<file path="config.mk">
export PLATFORM = sky130hd
export DESIGN_NAME = seg7_scan_decoder
export DESIGN_NICKNAME = d
export VERILOG_FILES = /design/src/rtl/seg7_scan_decoder.sv
export SDC_FILE = /design/constraint.sdc
export NUM_CORES = 1
export LEC_CHECK = 0
export CAP_MARGIN = 20
export CORE_MARGIN = 8
export CORE_UTILIZATION = 56
export DETAILED_ROUTE_END_ITERATION = 16
export PLACE_DENSITY_LB_ADDON = 0.12
export RECOVER_POWER = 100
export SLEW_MARGIN = 25
export SYNTH_ARGS = -nofsm -noshare
export SYNTH_HDL_FRONTEND = slang
export SYNTH_SLANG_ARGS = --single-unit
</file>
<file path="constraint.sdc">
create_clock -name clk -period 5.73 [get_ports clk]
set_input_delay 1.146 -clock clk [delete_from_list [all_inputs] [get_ports clk]]
set_output_delay 1.146 -clock clk [all_outputs]
set_load 0.005 [all_outputs]
</file>
<file path="src/rtl/seg7_scan_decoder.sv">
// seg7_scan_decoder: rebuilds hex digits from a scanned active-low 7-seg bus.
// Build macro SEG7_ALT_GLYPH_EN also accepts the alternate 7 and 9 glyphs.
module seg7_scan_decoder #(
  parameter int NDIG   = 4,
  parameter int STABLE = 3
) (
  input  logic              clk,
  input  logic              rst_n,
  input  logic [6:0]        seg,
  input  logic [NDIG-1:0]   dig_en,
  input  logic              err_clr,
  output logic [4*NDIG-1:0] value,
  output logic [NDIG-1:0]   dig_valid,
  output logic              upd,
  output logic [2:0]        upd_idx,
  output logic              err
);

  localparam int CW = $clog2(STABLE + 1);
  localparam logic [CW-1:0] CMAX = CW'(STABLE);
  localparam logic [CW-1:0] CONE = CW'(1);
  localparam logic [6:0] BLANK = 7'b1111111;

  logic [6:0]        last_q [NDIG];
  logic [6:0]        last_d [NDIG];
  logic [CW-1:0]     cnt_q  [NDIG];
  logic [CW-1:0]     cnt_d  [NDIG];
  logic [4*NDIG-1:0] value_q, value_d;
  logic [NDIG-1:0]   dig_valid_q, dig_valid_d;
  logic              upd_q, upd_d;
  logic [2:0]        upd_idx_q, upd_idx_d;
  logic              err_q, err_d;

  // {decodable, blank, nibble}
  function automatic logic [5:0] decode(input logic [6:0] s);
    logic [5:0] r;
    r = 6'b000000;
    case (s)
      7'b1000000: r = 6'b10_0000;
      7'b1111001: r = 6'b10_0001;
      7'b0100100: r = 6'b10_0010;
      7'b0110000: r = 6'b10_0011;
      7'b0011001: r = 6'b10_0100;
      7'b0010010: r = 6'b10_0101;
      7'b0000010: r = 6'b10_0110;
      7'b1111000: r = 6'b10_0111;
      7'b0000000: r = 6'b10_1000;
      7'b0011000: r = 6'b10_1001;
      7'b0001000: r = 6'b10_1010;
      7'b0000011: r = 6'b10_1011;
      7'b1000110: r = 6'b10_1100;
      7'b0100001: r = 6'b10_1101;
      7'b0000110: r = 6'b10_1110;
      7'b0001110: r = 6'b10_1111;
`ifdef SEG7_ALT_GLYPH_EN
      7'b1011000: r = 6'b10_0111;
      7'b0010000: r = 6'b10_1001;
`endif
      BLANK:      r = 6'b01_0000;
      default:    r = 6'b00_0000;
    endcase
    return r;
  endfunction

  int            hits;
  logic          same;
  logic          commit;
  logic [CW-1:0] nxt;
  logic [5:0]    dec;

  // Stability filter and commit logic for the strobed slot
  always_comb begin
    value_d     = value_q;
    dig_valid_d = dig_valid_q;
    upd_d       = 1'b0;
    upd_idx_d   = upd_idx_q;
    err_d       = err_q & ~err_clr;
    same        = 1'b0;
    commit      = 1'b0;
    nxt         = '0;
    dec         = '0;
    for (int i = 0; i < NDIG; i++) begin
      last_d[i] = last_q[i];
      cnt_d[i]  = cnt_q[i];
    end
    hits = $countones(dig_en);
    if (hits > 1) err_d = 1'b1;
    for (int i = 0; i < NDIG; i++) begin
      if (hits == 1 && dig_en[i]) begin
        same = (seg == last_q[i]);
        if (same) begin
          nxt = (cnt_q[i] == CMAX) ? cnt_q[i] : cnt_q[i] + CONE;
        end else begin
          nxt       = CONE;
          last_d[i] = seg;
        end
        cnt_d[i] = nxt;
        // a changed glyph always restarts the run, even at STABLE=1
        commit = (nxt == CMAX) && (!same || cnt_q[i] != CMAX);
        if (commit) begin
          upd_d     = 1'b1;
          upd_idx_d = 3'(i);
          dec       = decode(seg);
          if (dec[5]) begin
            value_d[4*i +: 4] = dec[3:0];
            dig_valid_d[i]    = 1'b1;
          end else begin
            dig_valid_d[i] = 1'b0;
            if (!dec[4]) err_d = 1'b1;
          end
        end
      end
    end
  end

  // State registers
  always_ff @(posedge clk or negedge rst_n) begin
    if (!rst_n) begin
      for (int i = 0; i < NDIG; i++) begin
        last_q[i] <= BLANK;
        cnt_q[i]  <= '0;
      end
      value_q     <= '0;
      dig_valid_q <= '0;
      upd_q       <= 1'b0;
      upd_idx_q   <= 3'd0;
      err_q       <= 1'b0;
    end else begin
      for (int i = 0; i < NDIG; i++) begin
        last_q[i] <= last_d[i];
        cnt_q[i]  <= cnt_d[i];
      end
      value_q     <= value_d;
      dig_valid_q <= dig_valid_d;
      upd_q       <= upd_d;
      upd_idx_q   <= upd_idx_d;
      err_q       <= err_d;
    end
  end

  assign value     = value_q;
  assign dig_valid = dig_valid_q;
  assign upd       = upd_q;
  assign upd_idx   = upd_idx_q;
  assign err       = err_q;

endmodule

</file>
==> impl_metrics.toml, run 1 <==
[sta]
hold_viol_final = 0
grt_setup_unrepaired = "false"
finalSetupViolations = 0
period_minus_slack_ps = 4750
final-max-slew-violation-count = 62
achievable-frequency_mhz = 211
fin_crit_sh_pct = 82.9
slew_headroom_pct = -110
finalSetupTns_ps = 0
fin_skew_ps = 11.4
timing_worst_slew_pin_value_ps = 3150

[power_and_ir_drop]
p_per_area_nw_per_um2 = 362
vdd_ir_drop_max_mv = 0.191
power.leakage_nw = 1.69
switching_power_uw = 364
power_switching_share_pct = 25.5
power_frac_seq_pct = 48.1
share_clk_of_total_power_pct = 30.1
power_report.internal_total_mw = 1.06
pwr-share-comb_pct = 21.7

[place]
post-dp-hpwl_um = 4500
gpl.final_weighted_congestion = 0.766
buffer_ports.inserted = 38

[synth]
ys_async_sr_fraction_pct = 100
synth_cell_type_count = 55
synth-seq-area-share_pct = 46.0
mean_post_synth_cell_area_um2 = 11.5
flip_flop_and_latch_count_after_synthesis = 61
ys_warn_count = 0
syn-num-nets = 314
synthesis.area_um2 = 3390
synth_edf_count = 0
cells_after_synth = 296
synth_top_flop_cell = "dfrtp_1"

[layout]
final_core_util_pct = 67.0
layout_common_cells = "mux2_2, dfrtp_1, dfstp_2"
layout.filler_cells = 456
multi_input_comb_area_um2 = 1630
synthToLayoutAreaGrowth_pct = 16.3
seqCellArea_um2 = 1560
final_layout_size_suffix_gt1_share_pct = 28.1
fin_nets = 344
layout_commonest_cell = "mux2_2"
n_antenna_cell = 0

[clocking]
cts.path.max_buffers = 2
cts-buffers-inserted = 9
worst_setup_hold_path_clk_slew_ps = 70
root_buffer = "clkbuf_8"
post_cts_resized = 0
holdBufCountCts = 0
tritoncts = "built"
cts_htree_levels = 3
insertion_delay_ps = 340
cts.sinks = 61
post_cts.repair.setup_buffers = 0

[critical_path]
worstReg2RegStart = "last_q[13]$_DFFE_PN1P_"
start_kind = "input pin"
first_element_of_the_critical_path = "dig_en[0]"
worst-endpoint-required_ps = 5950
timing.critical_path.fanout_max = 9
crit_arrival_ps = 4970
crit_path_end_kind = "flop"
worstSetupPathType = "in -> reg"

[global_routing]
grt_pass1_wl_um = 11400
grt_antenna_before_repair = 0
globalRouteOverflowTotal = 0
global_route.usage.total_pct = 16.5
number_of_global_route_vias_before_repair = 2310
grt_max_degree = 62

[floorplanning]
core_area_um2 = 5890
floorplan.rows = 28
dieWidth_um = 93.8
dieHeight_um = 93.8
full_die_area_um2 = 8800
initial_utilization_pct = 57.6
i_o_pin_count = 39

[worst_hold_path]
hold_start = "value[15]$_DFFE_PN0P_"
classification_of_the_worst_slack_hold_path = "reg -> reg"

[routing]
route.vias.total = 2291
drtAntennaViolNets = 0
route.final.wire_length_um = 6720
post_drt_via_cell_ratio = 5.64
wire_per_inst_um = 16.6
dr.first_iter.drc_count = 101
drc = 0
drt_pass1_iterations = 4

[run_status]
failing_checks = "max-capacitance violations, max-slew violations"
run_status = "finished with violations"

[run]
cap_viol_max_count = 1
-- state kept, by name, indices dropped and copies added, names as in the netlist --
signal     flops
value         16
err            1
upd_idx        3
upd            1
dig_valid      4
last_q        28
cnt_q          8
-- per-stage QoR --
| stage | hold WS, ps | cells | setup slack, ps | area (µm²) | power, mW |
|---|---|---|---|---|---|
| global route | 503 | 406 | 715 | 3950 | 1.51 |
| CTS | 507 | 406 | 1600 | 3990 | 1.45 |
| detailed placement | 486 | 390 | 1270 | 3760 | 1.01 |
| global placement | 475 | 390 | 1270 | 3760 | 0.997 |
| finish | 497 | 406 | 980 | 3950 | 1.43 |
| floorplan | 478 | 296 | 1980 | 3390 | 0.941 |
-- synthesized netlist by cell type (2+ instances only) --
master | instances | area share (%)
mux2_2 | 39 | 13
dfrtp_1 | 33 | 24
dfstp_2 | 28 | 22
xnor2_1 | 17 | 4.4
xor2_1 | 15 | 3.9
nor2_1 | 14 | 1.5
inv_1 | 12 | 1.3
nand2_1 | 11 | 1.2
o21ai_0 | 11 | 1.6
buf_2 | 9 | 1.3
clkbuf_1 | 7 | 0.77
nor4_1 | 7 | 1.3
and2_1 | 6 | 1.1
nor3b_1 | 6 | 1.3
buf_4 | 5 | 1.1
nand3_1 | 5 | 0.74
o31ai_2 | 5 | 1.8
a22o_1 | 4 | 1.0
nand2b_1 | 4 | 0.74
nor3_1 | 4 | 0.59
o21a_1 | 4 | 0.89
and3b_1 | 3 | 0.77
and4b_1 | 3 | 0.89
ha_1 | 3 | 1.1
nand3b_1 | 3 | 0.66
nor2b_1 | 3 | 0.55
nor4bb_1 | 3 | 0.89
and3_1 | 2 | 0.37
buf_6 | 2 | 0.66
nand4_1 | 2 | 0.37
or3_1 | 2 | 0.37
-- cell type report --
type                       instances  share of cell area [%]
multi-input combinational        200                    41.4
sequential                        61                    39.6
timing repair buffer              42                    9.77
clock buffer                      12                    3.93
tap                               75                    2.38
clock inverter                     4                    1.78
inverter                          12                    1.14
-- path summary, 6_finish.rpt --
path	slack, ps	endpoint	cells past startpoint
max in group asynchronous	2010	value[8]$_DFFE_PN0P_	2
max reg2reg	3430	value[8]$_DFFE_PN0P_	5
min in group asynchronous	1950	cnt_q[1]$_DFFE_PN0P_	2
min reg2reg	500	value[15]$_DFFE_PN0P_	1
max	980	value[0]$_DFFE_PN0P_	13
min	500	value[15]$_DFFE_PN0P_	1
-- kinds of logic (layout without fill, tap and decap cells) --
| kind of cell | Yosys count | after routing | share of synthesized area, % |
|---|---|---|---|
| DFF | 61 | 61 | 46.0 |
| and+or+nand+nor | 86 | 86 | 15.9 |
| AOI/OAI and AO/OA | 38 | 38 | 9.63 |
| buffers and inverters | 35 | 70 | 5.20 |
| muxes | 40 | 40 | 13.3 |
| xor gates and xnor gates | 32 | 32 | 8.26 |
| adders and majority gates | 4 | 4 | 1.70 |
-- worst max-delay path: stages --
cell	delay, ps
dlygate4sd3_1	540
inv_1	60
fa_1	520
inv_1	40
ha_1	190
inv_1	60
ha_1	280
nor4bb_1	300
clkbuf_1	380
nand3b_1	130
nor3_1	680
o31ai_2	250
mux2_1	370
-- power by group through the flow --
| stage | Sequential, mW | Clock [mW] | Combinational, mW |
|---|---|---|---|
| after floorplan | 0.678 | 0 | 0.263 |
| after global placement | 0.687 | 0 | 0.310 |
| after detailed placement | 0.694 | 0 | 0.315 |
| after CTS | 0.688 | 0.443 | 0.319 |
| after global routing | 0.705 | 0.461 | 0.346 |
| final | 0.687 | 0.431 | 0.311 |
-- metal layers --
metal / share of wire, % / GRT usage (%) / up-vias
met5: 0 / 0 / -
met4: 0.94 / 6.74 / 0
met1: 47 / 20.4 / 1138
met3: 4.5 / 4.56 / 6
met2: 47 / 26.6 / 45
li1: - / - / 1102
Power figures use the tool's default switching activity.
==> inputs of run 2 (changes only) <==
--- a/config.mk
+++ b/config.mk
@@ -7,7 +7,7 @@
 export LEC_CHECK = 0
 export CAP_MARGIN = 20
 export CORE_MARGIN = 8
-export CORE_UTILIZATION = 56
+export CORE_UTILIZATION = 51
 export DETAILED_ROUTE_END_ITERATION = 16
 export PLACE_DENSITY_LB_ADDON = 0.12
 export RECOVER_POWER = 100
==> constraint.sdc (replaced) <==
create_clock -name clk -period 4.1 [get_ports clk]
set_input_delay 0.82 -clock clk [delete_from_list [all_inputs] [get_ports clk]]
set_output_delay 0.82 -clock clk [all_outputs]
set_load 0.005 [all_outputs]
==> impl_metrics.toml, run 2 (synthesized netlist as in run 1, its figures left out) <==
[run_status]
run_status = "finished with violations"
failing_checks = "max-capacitance violations, max-slew violations"

[critical_path]
worst-endpoint-required_ps = 4320
worstSetupPathType = "in -> reg"
worstReg2RegStart = "last_q[20]$_DFFE_PN1P_"
crit_arrival_ps = 4130
ff2ff_setup_slack_ps = 2020
crit_path_end_kind = "flop"
start_kind = "input pin"
crit-reg2reg-capture = "value[6]$_DFFE_PN0P_"
ff2ff_path_depth = 5
timing.critical_path.fanout_max = 4

[sta]
grt_setup_unrepaired = "false"
finalSetupTns_ps = 0
timing_worst_slew_pin_value_ps = 2300
final-max-slew-violation-count = 44
hold_viol_final = 0
finalSetupViolations = 0
slew_headroom_pct = -53.5
period_minus_slack_ps = 3920
fin_skew_ps = 10.1
fin_crit_sh_pct = 95.5
achievable-frequency_mhz = 255

[routing]
drt_pass1_iterations = 5
route.vias.total = 2331
post_drt_via_cell_ratio = 5.55
drc = 0
wire_per_inst_um = 16.7
route.final.wire_length_um = 7030
dr.first_iter.drc_count = 83
drtAntennaViolNets = 0

[place]
gpl.final_weighted_congestion = 0.746
place.detailed.instances = 404
buffer_ports.inserted = 38
post-dp-hpwl_um = 5000

[layout]
final_core_util_pct = 62.6
finish.cell_count_without_fillers = 420
final_layout_size_suffix_gt1_share_pct = 29.7
n_antenna_cell = 0
synthToLayoutAreaGrowth_pct = 17.9
multi_input_comb_area_um2 = 1620
seqCellArea_um2 = 1560
number_of_flip_flops_in_the_largest_register = 28
layout_commonest_cell = "mux2_2"
layout_common_cells = "mux2_2, dfrtp_1, dfstp_2"
registers.top_by_ff_count = "last_q"
fin_nets = 356
layout.filler_cells = 553

[power_and_ir_drop]
report.power.total_mw = 1.93
vdd_ir_drop_max_mv = 0.342
p_per_area_nw_per_um2 = 484
power.leakage_nw = 1.72

[floorplanning]
floorplan.rows = 29
dieHeight_um = 97.6
initial_utilization_pct = 53.1
full_die_area_um2 = 9520
dieWidth_um = 97.6
i_o_pin_count = 39
core_area_um2 = 6390

[worst_hold_path]
min_path_cells = 1
worst_hold_path.endpoint = "upd_idx[2]$_DFF_PN0_"
classification_of_the_worst_slack_hold_path = "reg -> reg"
hold_start = "upd_idx[2]$_DFF_PN0_"

[global_routing]
grt_antenna_before_repair = 0
number_of_global_route_vias_before_repair = 2448
grt_max_degree = 44
grt_pass1_wl_um = 12400
global_route.usage.total_pct = 16.2
globalRouteOverflowTotal = 0

[run]
cap_viol_max_count = 1

[clocking]
post_cts_resized = 0
holdBufCountCts = 0
post_cts.repair.setup_buffers = 0
worst_setup_hold_path_clk_slew_ps = 70
insertion_delay_ps = 340
cts_htree_levels = 3
tritoncts = "built"
cts.sinks = 61
root_buffer = "clkbuf_8"
cts-buffers-inserted = 9
cts.path.max_buffers = 2
run 2: metal layers:
metal | vias to the layer above | GRT usage (%) | part of all wire, %
met2 | 43 | 25.1 | 47
met3 | 7 | 4.69 | 4.2
met4 | 0 | 5.71 | 1.1
met5 | - | 0 | 0
li1 | 1124 | - | -
met1 | 1157 | 20.7 | 48
run 2: cell type report:
cell class | count | share of cell area, %
Clock buffer | 10 | 3.44
Timing Repair Buffer | 54 | 11.9
Sequential cell | 61 | 39.1
Tap cell | 77 | 2.41
Clock inverter | 6 | 1.56
Inverter | 12 | 1.13
Multi-Input combinational cell | 200 | 40.5
run 2: critical path, stage by stage:
cell	delay (ps)
clkdlybuf4s50_1	480
inv_1	60
fa_1	520
inv_1	40
ha_1	190
inv_1	60
ha_1	260
nor4b_1	740
and4b_1	470
o31ai_2	180
mux2_2	310
run 2: worst max path at each step:
stage	startpoint	end	slack [ps]	cells past startpoint
after global placement	dig_en[0]	upd_idx[1]$_DFF_PN0_	200	14
after CTS	dig_en[0]	upd_idx[1]$_DFF_PN0_	470	14
after global routing	dig_en[0]	cnt_q[0]$_DFFE_PN0P_	140	12
final	dig_en[0]	value[14]$_DFFE_PN0P_	180	11
after floorplan	dig_en[0]	value[10]$_DFFE_PN0P_	670	12
after detailed placement	dig_en[0]	upd_idx[1]$_DFF_PN0_	130	14
run 2: power by group:
part	leakage (nW)	switching, mW	internal [mW]	total, mW
sequential	0.697	0.100	0.856	0.956
clock	0.0943	0.245	0.295	0.540
combinational	0.925	0.176	0.261	0.437
total	1.72	0.521	1.41	1.93
run 2: per-stage QoR:
stage                     cell area (µm²)  hold slack (ps)  setup WS, ps
after floorplan                      3390              478           674
after global placement               3850              473           203
after detailed placement             3850              478           131
after CTS                            4050              500           467
after global routing                 4000              525           135
final                                4000              490           184
